$ cat src/rtl/hazard_controller.sv
// Pipeline hazard controller: load-use bubbles, taken-branch flushes and
// multi-cycle arbitration of the shared instruction/data memory port.
module hazard_controller #(
   parameter int WAIT_CYCLES = 2
) (
   input  logic        clk,
   input  logic        rst,
   input  logic        memRead_a_IDEX,
   input  logic [2:0]  registerToWriteId_a_IDEX,
   input  logic [2:0]  Rx_a_IFID,
   input  logic [2:0]  Ry_a_IFID,
   input  logic        readRx_a_IFID,
   input  logic        readRy_a_IFID,
   input  logic        branchTaken_a_EX,
   input  logic        memAccess_a_EXMEM,
   output logic        pcEnable,
   output logic        ifidEnable,
   output logic        idexEnable,
   output logic        exmemEnable,
   output logic        memwbEnable,
   output logic        ifidFlush,
   output logic        idexFlush,
   output logic        memPortSel,
   output logic [15:0] stallCycles
);

   typedef enum logic {RUN, MEM_WAIT} state_t;

   // Counter value on entry to MEM_WAIT; access cycle 1 is spent in RUN.
   localparam logic [3:0] WAIT_INIT = (WAIT_CYCLES > 1) ? 4'(WAIT_CYCLES - 2) : 4'd0;
   localparam bit SINGLE_CYCLE = (WAIT_CYCLES == 1);

   state_t      state_reg, state_next;
   logic [3:0]  wait_cnt_reg, wait_cnt_next;
   logic [15:0] stall_cycles_reg;
   logic        load_use;
   logic        access_busy;
   logic        access_final;

   always_comb begin
      load_use = memRead_a_IDEX &&
                 ((readRx_a_IFID && (registerToWriteId_a_IDEX == Rx_a_IFID)) ||
                  (readRy_a_IFID && (registerToWriteId_a_IDEX == Ry_a_IFID)));
   end

   // Outputs react in the same cycle as the hazard, so they are combinational.
   always_comb begin
      pcEnable      = 1'b1;
      ifidEnable    = 1'b1;
      idexEnable    = 1'b1;
      exmemEnable   = 1'b1;
      memwbEnable   = 1'b1;
      ifidFlush     = 1'b0;
      idexFlush     = 1'b0;
      memPortSel    = 1'b0;
      state_next    = state_reg;
      wait_cnt_next = wait_cnt_reg;
      access_busy   = 1'b0;
      access_final  = 1'b0;

      if (rst) begin
         pcEnable      = 1'b0;
         ifidEnable    = 1'b0;
         idexEnable    = 1'b0;
         exmemEnable   = 1'b0;
         memwbEnable   = 1'b0;
         ifidFlush     = 1'b1;
         idexFlush     = 1'b1;
         state_next    = RUN;
         wait_cnt_next = 4'd0;
      end else begin
         case (state_reg)
            RUN: begin
               if (memAccess_a_EXMEM) begin
                  memPortSel = 1'b1;
                  if (SINGLE_CYCLE) begin
                     access_final = 1'b1;
                  end else begin
                     access_busy   = 1'b1;
                     state_next    = MEM_WAIT;
                     wait_cnt_next = WAIT_INIT;
                  end
               end else if (branchTaken_a_EX) begin
                  ifidFlush = 1'b1;
                  idexFlush = 1'b1;
               end else if (load_use) begin
                  pcEnable   = 1'b0;
                  ifidEnable = 1'b0;
                  idexFlush  = 1'b1;
               end
            end
            MEM_WAIT: begin
               memPortSel = 1'b1;
               if (wait_cnt_reg == 4'd0) begin
                  access_final = 1'b1;
                  state_next   = RUN;
               end else begin
                  access_busy   = 1'b1;
                  wait_cnt_next = wait_cnt_reg - 4'd1;
               end
            end
            default: begin
               state_next    = RUN;
               wait_cnt_next = 4'd0;
            end
         endcase

         if (access_busy) begin
            pcEnable    = 1'b0;
            ifidEnable  = 1'b0;
            idexEnable  = 1'b0;
            exmemEnable = 1'b0;
            memwbEnable = 1'b0;
            ifidFlush   = 1'b0;
            idexFlush   = 1'b0;
         end

         // The fetch slot was lost to the data access, so IF/ID gets a bubble
         // unless a taken branch or a pending load-use hazard overrides it.
         if (access_final) begin
            pcEnable  = 1'b0;
            ifidFlush = 1'b1;
            idexFlush = 1'b0;
            if (branchTaken_a_EX) begin
               pcEnable  = 1'b1;
               idexFlush = 1'b1;
            end else if (load_use) begin
               ifidEnable = 1'b0;
               ifidFlush  = 1'b0;
               idexFlush  = 1'b1;
            end
         end
      end
   end

   always_ff @(posedge clk) begin
      if (rst) begin
         state_reg        <= RUN;
         wait_cnt_reg     <= 4'd0;
         stall_cycles_reg <= 16'd0;
      end else begin
         state_reg    <= state_next;
         wait_cnt_reg <= wait_cnt_next;
         if (!pcEnable && (stall_cycles_reg != 16'hFFFF)) begin
            stall_cycles_reg <= stall_cycles_reg + 16'd1;
         end
      end
   end

   assign stallCycles = stall_cycles_reg;

endmodule

$ cat config.mk
export PLATFORM = sky130hd
export DESIGN_NAME = hazard_controller
export DESIGN_NICKNAME = d
export VERILOG_FILES = /design/src/rtl/hazard_controller.sv
export SDC_FILE = /design/constraint.sdc
export NUM_CORES = 1
export LEC_CHECK = 0
export ABC_CLOCK_PERIOD_IN_PS = 2360
export CORE_ASPECT_RATIO = 0.7
export CORE_UTILIZATION = 45
export CTS_CLUSTER_DIAMETER = 100
export DETAILED_ROUTE_END_ITERATION = 8
export PLACE_DENSITY = 0.86
export SETUP_SLACK_MARGIN = 0.5
export SLEW_MARGIN = 20
export SYNTH_ARGS = -nofsm -noshare
export SYNTH_HDL_FRONTEND = slang
export SYNTH_SLANG_ARGS = --single-unit
$ cat constraint.sdc
create_clock -name clk -period 2.36 [get_ports clk]
set_input_delay 0.472 -clock clk [delete_from_list [all_inputs] [get_ports clk]]
set_output_delay 0.472 -clock clk [all_outputs]
set_load 0.01 [all_outputs]
# After elaboration in Yosys (flattened, before gate mapping)
# Index checks and enable logic that the tools add are counted.
[totals] reg_bits=21 latch_bits=0 ramBits=0 rom_bits=0 inputBits=16 output_inout_bits=24 wordCells=57 memories=0
[op_classes] add_sub_neg=2 multipliers=0 n_div=0 magnitude_cmp=0 n_eq_ne=5 shift=0 muxes=38 bitwise_logic=1 n_reduce_logical=8
[ops] op="$mux W1" count=33
[ops] op="$add A16 B1 Y16 const B" count=1
[ops] op="$ne A16 B16 Y1 const B" count=1
[ops] op="$mux W4" count=2
[ops] op="$pmux W4 S2" count=1
[ops] op="$eq A3 B3 Y1" count=2
[ops] op="$logic_and A1 B1 Y1" count=4
[ops] op="$logic_not A4 Y1" count=1
[ops] op="$ne A2 B2 Y1 const B" count=2
[ops] op="$pmux W1 S2" count=2
[ops] op="$sub A4 B1 Y4 const B" count=1
[ops] op="$reduce_and A2 Y1" count=1
[ops] op="$logic_not A1 Y1" count=1
[ops] op="$logic_or A1 B1 Y1" count=1
[ops] op="$not A1 Y1" count=1

# Depth between registers and ports, before layout
[logic_depth] ltp_word=13 mapped_depth=10 mapped_depth_nobuf=8

# Worst setup path after synthesis
# Ideal clock, no wire load.
[synth_timing] kind="register to register" start="reg stall_cycles_reg[0] (netlist: stallCycles[0])" end="reg stall_cycles_reg[1] (netlist: stallCycles[1])" setup_ns=0.128 arrival_ns=1.836 required_ns=2.232 slack_ns=0.396 stages_incl_launch_ff=10 path_buffers=2 synth_period_minus_slack_ns=1.964 cell_sequence="dfxtp_1 > ha_1 > nand3_1 > or2_1 > nor4_2 > a21o_4 > buf_6 > buf_6 > mux2i_1 > nor2_1"
[synth_via] elab_chain_len=2 elab_cells_between_ends=3 classes_between="add/sub: 1; eq/ne: 1; reduce/logical: 1"
[synth_rtl] element="from (decl)" line_no="35" source="logic [15:0] stall_cycles_reg;"
[synth_rtl] element="from (signal assigned)" line_no="145" source="stall_cycles_reg <= stall_cycles_reg + 16'd1;"
[synth_rtl] element="branches (longest 2 deep; another with $add A16 B1 Y16)"
# Several ways; the timed one is not identified.
# A chain may end at the register's enable or synchronous reset.

# Worst setup path after layout
[layout_timing] start="in Rx_a_IFID[2]" end="out idexFlush"
[layout_via] elab_chain_len=11
[layout_rtl] element="from (decl)" line_no="10" source="input logic [2:0] Rx_a_IFID,"
[layout_rtl] element="$eq A3 B3 Y1 *" line_no="42" source="((readRx_a_IFID && (registerToWriteId_a_IDEX == Rx_a_IFID)) ||"
[layout_rtl] element="$logic_and A1 B1 Y1 *" line_no="42"
[layout_rtl] element="$logic_or A1 B1 Y1 *" line_no="42"
[layout_rtl] element="$logic_and A1 B1 Y1 *" line_no="41" source="load_use = memRead_a_IDEX &&"
[layout_rtl] element="$mux W1 *" line_no="86, 127"
[layout_rtl] element="$mux W1 *" line_no="83, 124"
[layout_rtl] element="$mux W1" line_no="74" source="if (memAccess_a_EXMEM) begin"
[layout_rtl] element="$mux W1" line_no="72" source="case (state_reg)"
[layout_rtl] element="$mux W1" line_no="108" source="if (access_busy) begin"
[layout_rtl] element="$mux W1 *" line_no="120" source="if (access_final) begin"
[layout_rtl] element="$mux W1 *" line_no="61" source="if (rst) begin"
[layout_rtl] element="to (decl)" line_no="22" source="output logic idexFlush,"
# Every way passes the cells marked *; elsewhere a longest branch is shown, timed or not.

==> summary.txt <==
Power
  – Max VDD drop: 0.297 mV
  – Overall power: 0.995 mW
  – PwrDens: 458 mW/mm2
  – Lkg Pwr: 0.816 nW

GRT
  – Total GRT Usage: 32.4%
  – First-pass GRT wire length: 7270 um
  – Pin count of the biggest net entering global routing: 14
  – Vias in the first global route: 1470
  – Initial antenna violation count: 0
  – Gr ovfl total: 0

Yosys
  – Syn avg cell area: 8.64 um2
  – Post-synth ARST share: 0%
  – Yosys reg bits: 21
  – Yosys cell types: 45
  – Top cells by area, synth: dfxtp_1 33%, a21oi_1 4.7%, or4_1 4.1%, xnor2_1 4.1%, o31ai_1 3.5%
  – Yosys top cell area share: 32.9%
  – Synth Instances: 148
  – YS warnings: 0
  – Synth Cell Area: 0.00128 mm2
  – Seq/Total Area, Yosys: 32.9%
  – Cell taking the most area after synthesis: dfxtp_1
  – Syn nets: 166
  – Number of enable flip-flop cells after synthesis: 0
  – Prevailing post-synth register cell: dfxtp_1

Clock tree
  – Num CTS Buffers: 3
  – Post-CTS Hold Buffers: 0
  – CTS max path bufs: 2
  – H-tree levels: 1
  – Clock transition at the registers of the reported paths: 0.08 ns
  – Clock Latency Late Sink: 0.26 ns
  – Clock sinks: 21
  – Root buffer cell: clkbuf_8
  – CTS tree: done

Detailed routing
  – Drt wl/cell: 19.8 um
  – Post-DRT Antenna Nets: 0
  – Via density: 6.31
  – DRC viols: 0
  – DRT Pass-1 Iters: 4
  – Final WL: 4840 um
  – DR vias: 1547
  – 1st-iter DRT viols: 116

Setup path
  – R2R cell count: 9
  – Crit start category: input port
  – Setup CP Type: input port to output port
  – Worst EP arrival: 1.69 ns
  – Crit end category: output port
  – Crit path max fanout: 2
  – Reg2reg setup slack: 0.28 ns
  – CP Data Required Time: 1.89 ns

Cells and area
  – FF+latch area: 430 um2
  – Layout cells sized above 1: 43.6%
  – ANT cells: 0
  – Layout Cells excl Fill: 245
  – Final instance area: 0.00217 mm2
  – Fill cell count: 118
  – Multi-input logic area: 0.00103 mm2
  – Layout Nets: 230
  – Largest register FFs: 16
  – Commonest non-fill, non-tap cells in the layout: 20 x buf_4, 16 x clkdlybuf4s50_1, 13 x dfxtp_1
  – Most common cell after layout, fill and taps aside: buf_4
  – P&R area growth vs syn: 69.7%
  – Final core occ: 84.4%

Flow run
  – MaxCap Viol Count: 0

Placement
  – Dpl ws: -0.467 ns
  – # port buffers: 39
  – Detailed placement HPWL: 2520 um
  – Dpl cells: 227
  – Cell Area, Placed: 0.00177 mm2
  – Final GP Congestion: 0.745

Floorplan
  – Die area: 0.00306 mm2
  – Io pins: 40
  – Initial Util: 49.7%
  – Row Count: 15
  – Die height: 46.6 um
  – Die X: 65.7 um
  – Core ar.: 0.00257 mm2

Timing
  – Slew @ Worst Pin: 0.386 ns
  – Setup_tns: 0 ns
  – FMAX: 462 MHz
  – Slew headroom: 74.2%
  – Hold slack final: 0.505 ns
  – Final hold violations: 0
  – # setup viols final: 0
  – Clock Skew: 0.00258 ns
  – Fin crit period: 2.17 ns
  – RSZ-0062 raised after global routing: true
  – Slew Viols, Final: 0
  – Setup ws final: 0.195 ns
  – Fin crit share: 91.7%

Status
  – Outcome: complete, no violations

Hold path
  – Hold depth: 2
  – Worst min-delay path class: flop to flop
## synthesized netlist by cell type, drive strengths merged, types with 2 or more instances
cell,number
xnor2,6
nor3,6
nor2b,7
dfxtp,21
o21a,2
o31ai,6
nor4,4
nand2,6
nand4b,2
nand4,3
o21bai,2
mux2,2
or4,7
o21ba,3
o21ai,8
or3,2
clkbuf,4
a21oi,12
nand3,5
buf,5
or2,2
nor2,10
ha,2
and4,2
inv,6
and2,2
## routing by layer
| layer | global-route usage (%) | part of all wire (%) | vias up | wire length, um |
|---|---|---|---|---|
| li1 | - | - | 678 | - |
| met1 | 37.8 | 40 | 770 | 1920 |
| met2 | 59.6 | 52 | 81 | 2510 |
| met3 | 5.45 | 6.2 | 18 | 299 |
| met4 | 13.9 | 2.3 | 0 | 111 |
| met5 | 0 | 0 | - | 0 |
## final timing paths
kind,from,end
worst max-delay path,Rx_a_IFID[2],idexFlush
worst min-delay path,stallCycles[8],stallCycles[8]
worst max register to register,wait_cnt_reg[0],stallCycles[11]
worst min register to register,stallCycles[8],stallCycles[8]
## cell families (layout without fill, tap and decap cells)
group | Yosys count | count (layout) | synth area share (%)
mux | 3 | 3 | 2.54
xor+xnor | 7 | 7 | 4.79
compound gates | 38 | 40 | 19.9
simple gates | 62 | 62 | 31.2
flops | 21 | 21 | 32.9
buf+inv | 15 | 76 | 6.75
fa+ha+maj | 2 | 2 | 1.96
## report_power, final
group	total, mW	internal [mW]	switching [mW]
clock	0.244	0.120	0.123
combinational	0.359	0.195	0.164
sequential	0.393	0.373	0.0192
## worst max-delay path: stages
cell and delay (ns):
dlygate4sd2_1 0.25, xnor2_1 0.15, and4_4 0.28, o21ai_4 0.07, nor2b_4 0.13, o21bai_1 0.16
buf_2 0.17
## layout make-up
type	count	area share [%]
clock buffers	4	2.08
inverters	6	1.04
multi-input cells	114	47.3
flip-flops and latches	21	19.8
well taps	34	1.96
repair buffers	66	27.8
## timing repair
| item | CTS | global route |
|---|---|---|
| hold endpoints to repair | 0 | 0 |
| resized for setup | 94 | 28 |
| pin swaps | 31 | 20 |
| setup buffers | 11 | 1 |
| cloned | 2 | 0 |
| endpoints found under the setup margin | 24 | 24 |
Note: power is estimated with default switching activity, not from simulation.
